[src/rtl/frame_encoder.sv]
// Link frame builder: stages a payload, then emits <len><0x10|seq><payload><crc_hi><crc_lo><0x7e>
// over a valid/ready byte stream. Empty ack frames can be requested at any time.
module frame_encoder #(
  parameter int MAX_PAYLOAD = 59,
  parameter int BUF_BITS    = 6
) (
  input  logic       clk,
  input  logic       rst,
  input  logic [7:0] in_data,
  input  logic       in_valid,
  input  logic       in_last,
  output logic       in_ready,
  input  logic       ack_req,
  output logic [7:0] out_data,
  output logic       out_valid,
  input  logic       out_ready,
  output logic [3:0] seq,
  output logic       overflow,
  input  logic       clr_err
);

  localparam int CW = BUF_BITS + 1;
  localparam logic [CW-1:0] MAX_CNT = CW'(MAX_PAYLOAD);

  typedef enum logic [2:0] {
    S_COLLECT, S_DROP, S_LEN, S_SEQ, S_DATA, S_CRC1, S_CRC2, S_EOF
  } state_t;

  // CRC-16/CCITT reflected (poly 0x8408), one full byte per call
  function automatic logic [15:0] crc16_byte(input logic [15:0] crc, input logic [7:0] b);
    logic [15:0] c;
    c = crc ^ {8'h00, b};
    for (int i = 0; i < 8; i++) begin
      c = c[0] ? ((c >> 1) ^ 16'h8408) : (c >> 1);
    end
    return c;
  endfunction

  state_t        state_q, state_d;
  logic [CW-1:0] count_q, count_d;
  logic [CW-1:0] idx_q, idx_d;
  logic [3:0]    seq_q, seq_d;
  logic          overflow_q, overflow_d;
  logic          ack_q, ack_d;
  logic [7:0]    out_data_q, out_data_d;
  logic          out_valid_q, out_valid_d;
  logic [15:0]   crc_q, crc_d;
  logic [7:0]    mem_q [2**BUF_BITS];

  logic          in_ready_s;
  logic          wr_en_s;
  logic          hs_s;
  logic [15:0]   crc_upd_s;
  logic [7:0]    rd_data_s;

  assign in_ready  = in_ready_s & ~rst;
  assign out_data  = out_data_q;
  assign out_valid = out_valid_q;
  assign seq       = seq_q;
  assign overflow  = overflow_q;

  assign hs_s      = out_valid_q & out_ready;
  assign crc_upd_s = crc16_byte(crc_q, out_data_q);
  assign rd_data_s = mem_q[idx_q[BUF_BITS-1:0]];

  // Next-state and output-register logic
  always_comb begin
    state_d     = state_q;
    count_d     = count_q;
    idx_d       = idx_q;
    seq_d       = seq_q;
    overflow_d  = overflow_q;
    ack_d       = ack_q;
    out_data_d  = out_data_q;
    out_valid_d = out_valid_q;
    crc_d       = crc_q;
    in_ready_s  = 1'b0;
    wr_en_s     = 1'b0;

    if (ack_req) begin
      ack_d = 1'b1;
    end else begin
      ack_d = ack_q;
    end
    if (clr_err) begin
      overflow_d = 1'b0;
    end else begin
      overflow_d = overflow_q;
    end

    case (state_q)
      S_COLLECT: begin
        // A pending ack only goes out between payloads and blocks input for that cycle
        if ((ack_q | ack_req) && (count_q == {CW{1'b0}})) begin
          ack_d       = 1'b0;
          out_data_d  = 8'd5;
          out_valid_d = 1'b1;
          crc_d       = 16'hFFFF;
          state_d     = S_LEN;
        end else begin
          in_ready_s = 1'b1;
          if (in_valid) begin
            if (count_q == MAX_CNT) begin
              if (in_last) begin
                overflow_d = 1'b1;
                count_d    = {CW{1'b0}};
              end else begin
                state_d = S_DROP;
              end
            end else begin
              wr_en_s = 1'b1;
              count_d = count_q + {{(CW-1){1'b0}}, 1'b1};
              if (in_last) begin
                out_data_d  = 8'(count_q) + 8'd6;
                out_valid_d = 1'b1;
                crc_d       = 16'hFFFF;
                state_d     = S_LEN;
              end else begin
                state_d = S_COLLECT;
              end
            end
          end else begin
            state_d = S_COLLECT;
          end
        end
      end
      S_DROP: begin
        in_ready_s = 1'b1;
        if (in_valid && in_last) begin
          overflow_d = 1'b1;
          count_d    = {CW{1'b0}};
          state_d    = S_COLLECT;
        end else begin
          state_d = S_DROP;
        end
      end
      S_LEN: begin
        if (hs_s) begin
          crc_d      = crc_upd_s;
          out_data_d = {4'b0001, seq_q};
          state_d    = S_SEQ;
        end else begin
          state_d = S_LEN;
        end
      end
      S_SEQ: begin
        if (hs_s) begin
          crc_d = crc_upd_s;
          if (count_q != {CW{1'b0}}) begin
            out_data_d = mem_q[0];
            idx_d      = {{(CW-1){1'b0}}, 1'b1};
            state_d    = S_DATA;
          end else begin
            out_data_d = crc_upd_s[15:8];
            state_d    = S_CRC1;
          end
        end else begin
          state_d = S_SEQ;
        end
      end
      S_DATA: begin
        if (hs_s) begin
          crc_d = crc_upd_s;
          if (idx_q == count_q) begin
            out_data_d = crc_upd_s[15:8];
            state_d    = S_CRC1;
          end else begin
            out_data_d = rd_data_s;
            idx_d      = idx_q + {{(CW-1){1'b0}}, 1'b1};
          end
        end else begin
          state_d = S_DATA;
        end
      end
      S_CRC1: begin
        if (hs_s) begin
          out_data_d = crc_q[7:0];
          state_d    = S_CRC2;
        end else begin
          state_d = S_CRC1;
        end
      end
      S_CRC2: begin
        if (hs_s) begin
          out_data_d = 8'h7E;
          state_d    = S_EOF;
        end else begin
          state_d = S_CRC2;
        end
      end
      S_EOF: begin
        if (hs_s) begin
          out_valid_d = 1'b0;
          seq_d       = seq_q + 4'd1;
          count_d     = {CW{1'b0}};
          state_d     = S_COLLECT;
        end else begin
          state_d = S_EOF;
        end
      end
      default: begin
        state_d = S_COLLECT;
      end
    endcase
  end

  // State and output registers with synchronous reset
  always_ff @(posedge clk) begin
    if (rst) begin
      state_q     <= S_COLLECT;
      count_q     <= {CW{1'b0}};
      idx_q       <= {CW{1'b0}};
      seq_q       <= 4'd0;
      overflow_q  <= 1'b0;
      ack_q       <= 1'b0;
      out_data_q  <= 8'h00;
      out_valid_q <= 1'b0;
      crc_q       <= 16'hFFFF;
    end else begin
      state_q     <= state_d;
      count_q     <= count_d;
      idx_q       <= idx_d;
      seq_q       <= seq_d;
      overflow_q  <= overflow_d;
      ack_q       <= ack_d;
      out_data_q  <= out_data_d;
      out_valid_q <= out_valid_d;
      crc_q       <= crc_d;
    end
  end

  // Payload staging buffer
  always_ff @(posedge clk) begin
    if (wr_en_s) begin
      mem_q[count_q[BUF_BITS-1:0]] <= in_data;
    end
  end

endmodule

[config.mk]
export PLATFORM = sky130hd
export DESIGN_NAME = frame_encoder
export DESIGN_NICKNAME = d
export VERILOG_FILES = /design/src/rtl/frame_encoder.sv
export SDC_FILE = /design/constraint.sdc
export NUM_CORES = 1
export LEC_CHECK = 0
export ABC_AREA = 1
export ABC_CLOCK_PERIOD_IN_PS = 3020
export BUFFER_PORTS_ARGS = -buffer_cell sky130_fd_sc_hd__buf_4
export CORE_AREA = 8 8 219 221
export CTS_BUF_LIST = sky130_fd_sc_hd__clkbuf_8
export CTS_CLUSTER_DIAMETER = 80
export DETAILED_ROUTE_END_ITERATION = 7
export DIE_AREA = 0 0 227 229
export GPL_ROUTABILITY_DRIVEN = 0
export PLACE_DENSITY = 0.7
export SKIP_CTS_REPAIR_TIMING = 1
export SYNTH_ARGS = -nofsm -noshare
export SYNTH_HDL_FRONTEND = slang
export SYNTH_SLANG_ARGS = --single-unit
export TNS_END_PERCENT = 50
[constraint.sdc]
create_clock -name clk -period 3.02 [get_ports clk]
set_input_delay 0.302 -clock clk [delete_from_list [all_inputs] [get_ports clk]]
set_output_delay 0.302 -clock clk [all_outputs]
set_load 0.005 [all_outputs]
# [Yosys cells after proc, flatten, opt, wreduce, memory -nomap -nowiden]
# Memories as Yosys holds them, arrays and structs flattened. A register that Yosys moved wholly into a read port is not among the register bits.
# Cells that the tools add are included.
[op_classes] add_sub_neg=4 mul=0 n_div=0 n_lt_le_gt_ge=0 eq_ne=27 shift=0 muxes=79 n_bitwise=13 n_reduce_logical=18
[ops] operator="$mux W16" n=13
[ops] operator="$mux W8" n=11
[ops] operator="$mux W7" n=10
[ops] operator="$pmux W8 S6" n=1
[ops] operator="$pmux W16 S2" n=1
[ops] operator="$mux W1" n=25
[ops] operator="$mux W3" n=8
[ops] operator="$not A2 Y3" n=8
[ops] operator="$pmux W3 S8" n=1
[ops] operator="$ne A2 B2 Y1 const B" n=11
[ops] operator="$pmux W7 S3" n=1
[ops] operator="$xor A16 B8 Y16" n=1
[ops] operator="$ne A3 B3 Y1 const B" n=5
[ops] operator="$reduce_and A5 Y1" n=3
[ops] operator="$add A7 B1 Y7 const B" n=2
[ops] operator="$pmux W7 S2" n=1
[ops] operator="$eq A3 B3 Y1 const B" n=4
[ops] operator="$mux W6" n=2
[ops] operator="$reduce_and A9 Y1" n=1
[ops] operator="$add A7 B3 Y8 const B" n=1
[ops] operator="$eq A7 B6 Y1 const B" n=1
[ops] operator="$eq A7 B7 Y1" n=1
[ops] operator="$logic_not A7 Y1" n=1
[ops] operator="$reduce_bool A7 Y1" n=1
[ops] operator="18 further kinds" n=27
[word_totals] register_bits=48 latch_bits=0 ramBits=512 mem_bits_ro=0 input_bits=15 output_inout_bits=15 memories=1
[mem_list] name="mem_q" depth=64 word_bits=8 rd=2 rd_ports_with_merged_regs=1 write_ports=1 line_no="48" text="logic [7:0] mem_q [2**BUF_BITS];"

# [Logic depth before layout (Yosys ltp)]
[depth] depth_word=20 ltp_mapped=17 ltp_nobuf=14

# [Worst setup path after synthesis]
# OpenSTA, ideal clock, no wires.
[synth_timing] kind="register -> register" from="register count_q[0]" to="memory mem_q[16][0], enable pin" t_arrival_ps=1950 t_required_ps=2650 path_slack_ps=700 path_stages_with_launch=11 n_path_buf=1 period_less_slack_ps=2320 cell_sequence="dfxtp_1 buf_2 inv_1 ha_1 nand4_4 nor2_4 nor2_4 nand2_1 nor2_1 nand3_1 nor2_1"
[synth_via] elab_chain_cells=7
[synth_rtl] item="start, declared" line_no="40" text="logic [CW-1:0] count_q, count_d;"
[synth_rtl] item="start signal, assigned" line_no="211" text="count_q <= {CW{1'b0}};"
[synth_rtl] item="start signal, assigned" line_no="221" text="count_q <= count_d;"
[synth_rtl] item="$eq A7 B6 Y1" line_no="103" text="if (count_q == MAX_CNT) begin"
[synth_rtl] item="$mux W1" line_no="103"
[synth_rtl] item="$mux W1" line_no="102" text="if (in_valid) begin"
[synth_rtl] item="$mux W1" line_no="94" text="if ((ack_q | ack_req) && (count_q == {CW{1'b0}})) begin"
[synth_rtl] item="$mux W1" line_no="91" text="case (state_q)"
[synth_rtl] item="$mux W1" line_no="234" text="if (wr_en_s) begin"
[synth_rtl] item="$mux W1 (not written as such)" line_no="235" text="mem_q[count_q[BUF_BITS-1:0]] <= in_data;"
[synth_rtl] item="end, declared" line_no="48"
# Parallel ways exist; a longest one is shown, timed or not.

# [Final worst setup path]
[layout_timing] from="register state_q[2]" to="memory mem_q[35][6], enable pin"
[layout_via] elab_chain_cells=4
[layout_rtl] item="start, declared" line_no="39" text="state_t state_q, state_d;"
[layout_rtl] item="start signal, assigned" line_no="220" text="state_q <= state_d;"
[layout_rtl] item="$logic_not A3 Y1" line_no="91"
[layout_rtl] item="$mux W1" line_no="91"
[layout_rtl] item="$mux W1" line_no="234"
[layout_rtl] item="$mux W1 (not written as such)" line_no="235"
# Every way passes these cells.

==> out/summary.log <==
qor: finish.fillerInstances 3,728
qor: critical_path.critical_path_buf_inv_count 3
qor: synth.yosysWarnings 0
qor: route.met1Wirelength 25.17 mm
qor: placement.dp_hpwl 36.57 mm
qor: finish.share_of_final_layout_standard_cells_stronger_than_drive_strength_1 11.24%
qor: sta.layout_min_cycle_time 2835 ps
qor: clock_tree.cts-root-to-sink-buffers 3
qor: critical_path.worst-path-max-fanout 9
qor: finish.sequential_cell_area 16,460 um^2
qor: route.route.detailed.vias_per_inst 5.733
qor: route.detailedRoute.firstIterationViolations 1,956
qor: critical_path.critical-path-slowest-cell sky130_fd_sc_hd__nand3_1
qor: sta.finalSetupViolCount 0
qor: power.peakVddDrop 0.5936 mV
qor: floorplan.row_count 78
qor: global_route.grt_antenna_before_repair 0
qor: power.p_leak 10.08 nW
qor: route.avgRoutedWirePerCell 20.46 um
qor: sta.final-hold-violation-count 0
qor: critical_path.crit_path_max_incr_delay 410 ps
qor: run.maxCapViolations 0
qor: placement.port-buffer-count 29
qor: sta.hold-worst-slack 32.80 ps
qor: route.finalWirelength 61.96 mm
qor: clock_tree.cts.clk_slew.worst_paths 60 ps
qor: outcome.status complete, no violations
qor: sta.rsz0062_at_grt false
qor: route.top_layer_used met4
qor: finish.layout-area-overhead-vs-synth 12.26%
qor: critical_path.arr_time_crit_path 3200 ps
qor: sta.fmaxAchievable 0.3527 GHz
qor: sta.final_min_period_over_clock_period 93.88%
qor: floorplan.die-area 51,980 um^2
qor: clock_tree.clock_sinks 566
qor: critical_path.criticalPathCategory flop to flop
qor: synth.synth-seq-area-share 68.17%
qor: synth.post_synth_edffs 512
qor: sta.tns 0 ps
qor: synth.synthFlopType sky130_fd_sc_hd__edfxtp_1
qor: sta.timing.final.max_slew_violations 0
qor: critical_path.delay_heaviest_family_cp simple AND/OR/NAND/NOR gates
qor: floorplan.io_pins 30
qor: synth.synth-seq-cells 566
qor: global_route.vias_in_the_first_global_route 17.00k
qor: finish.insertedDiodeCount 0
qor: clock_tree.clk_root_buffer_cell sky130_fd_sc_hd__clkbuf_8
qor: clock_tree.cts.htree.levels 3
qor: route.routed-wl-met3 5.095 mm
qor: finish.multiInputGateArea 6765 um^2
qor: global_route.pin_count_of_the_biggest_net_entering_global_routing 140
qor: power.powerDensity 643.5 nW/um^2
qor: route.drc_errors 0
qor: sta.timing_worst_slew_pin_value 898.7 ps
qor: synth.synth-async-reset-ratio 0%
qor: floorplan.die_w 227 um
qor: floorplan.height_of_the_die 229 um
qor: synth.synthCells 2,259
qor: route.drt_pass1_iterations 6
qor: floorplan.initial_utilization 54.01%
qor: synth.syn-mean-instance-area 10.69 um^2
qor: route.detailroute.wirelength.met2 29.05 mm
qor: critical_path.cp-start-kind flop
qor: critical_path.crit_path_cell_trace nor2_1 > inv_1 > nor2_4 > inv_2 > nor2_4 > nand2_1 > nor2_1 > nand3_1 > nor2_1 > buf_4
qor: route.vias 17.36k
qor: sta.timing.clock.skew 25.66 ps
qor: route.ant_nets 0
qor: critical_path.critPathMostFrequentCell sky130_fd_sc_hd__nor2_1
qor: floorplan.floorplan.core_area 44,700 um^2
qor: clock_tree.cts_buffers 88
qor: clock_tree.clock_latency 660 ps
qor: clock_tree.cts_tree done
qor: synth.mappedNetlistArea 24,140 um^2
qor: synth.syn-num-nets 2,283
qor: min_path.timing.hold.worst.class input port to flop
qor: critical_path.timing.critical_path.to_type flop
qor: synth.number_of_distinct_library_cells_after_synthesis 49
qor: finish.layout.cells.most_common_list sky130_fd_sc_hd__nand2_1 (690), sky130_fd_sc_hd__edfxtp_1 (512), sky130_fd_sc_hd__nand3_1 (445), sky130_fd_sc_hd__buf_4 (120), sky130_fd_sc_hd__nor2_1 (112)
qor: finish.finish.net_count 2,382
qor: critical_path.cp.required 3380 ps
qor: global_route.globalRoute.totalOverflow 0
qor: global_route.grt_util_all_layers 23.58%
qor: finish.final_common_cell sky130_fd_sc_hd__nand2_1
qor: sta.max_transition_margin 40.09%
qor: global_route.grt_first_pass_wirelength 94.72 mm
kinds of logic (layout without fill, tap and decap cells):
family          after synthesis  in the layout  synth area share, %
simple gates               1286           1286                22.98
flops                       566            566                68.17
buf+inv                     214            383                3.810
compound gates              163            163                3.815
xor+xnor                     21             21               0.7619
fa+ha+maj                     9              9               0.4665
worst reg2reg max path, stage by stage (launching register included):
cell,delay (ps)
sky130_fd_sc_hd__dfxtp_1,390
sky130_fd_sc_hd__nor2_1,270
sky130_fd_sc_hd__inv_1,170
sky130_fd_sc_hd__nor2_4,160
sky130_fd_sc_hd__inv_2,90
sky130_fd_sc_hd__nor2_4,160
sky130_fd_sc_hd__nand2_1,130
sky130_fd_sc_hd__nor2_1,180
sky130_fd_sc_hd__nand3_1,410
sky130_fd_sc_hd__nor2_1,380
sky130_fd_sc_hd__buf_4,210
through the flow:
| step | setup slack (ps) | cell area (um^2) | power, mW | util (%) | std cells |
|---|---|---|---|---|---|
| 2_1_floorplan | 699.8 | 24140 | 10.50 | - | 2259 |
| 3_5_place_dp | 276.4 | 25400 | 11.34 | 56.84 | 2866 |
| 4_1_cts | 273.8 | 27080 | 17.47 | 60.58 | 3026 |
| 6_report | 184.9 | 27100 | 17.44 | 60.63 | 3028 |
| 3_3_place_gp | 350.8 | 25400 | 11.29 | 56.84 | 2866 |
| 5_1_grt | 34.15 | 27100 | 18.05 | 60.63 | 3028 |
flip-flops by register name, summed over array words and instances (netlist names), named ones only:
register	flops
ack_q	1
count_q	7
crc_q	16
idx_q	7
mem_q	512
out_data	8
out_valid	1
overflow	1
seq	4
state_q	3
power breakdown:
group          leakage, nW  internal (mW)  total [mW]  switching (mW)
Sequential            5.05           8.71        8.87           0.162
Clock                0.956           3.25        6.19            2.94
Combinational         4.08          0.689        2.38            1.69
Total                 10.1           12.6        17.4            4.79
final cells by class:
cell class                 count  share of cell area (%)
tap                          600                   2.770
multi-input combinational   1479                   24.96
clock buffer                  92                   4.672
timing repair buffer         130                   3.989
clock inverter                68                   1.510
sequential                   566                   60.76
inverter                      93                   1.339
cells in the mapped netlist, drive strengths merged (13+ instances only):
master    n  area share, %
o211ai   15           0.52
clkbuf   49           0.76
edfxtp  512             64
nand2   692             11
o21ai    61            1.3
dfxtp    54            4.5
nand3   445            9.2
buf      72            1.6
xor2     13           0.47
inv      91            1.4
nor2    119            2.0
nor3     14           0.36
a21oi    75            1.6
per-layer routing:
layer  up-vias  GRT usage, %
met2       795         37.35
li1       8048             -
met1      8359         31.09
met4         0         11.31
met3       158         4.498
met5         -             0
final timing paths:
path         startpoint      endpoint  slack [ps]  cells past startpoint
min reg2reg    overflow      overflow         470                      2
min                 rst   out_data[0]          30                      2
max reg2reg  state_q[2]  mem_q[35][6]         180                     10
max          state_q[2]  mem_q[35][6]         180                     10
No activity file was read; power rests on OpenSTA's default activity.
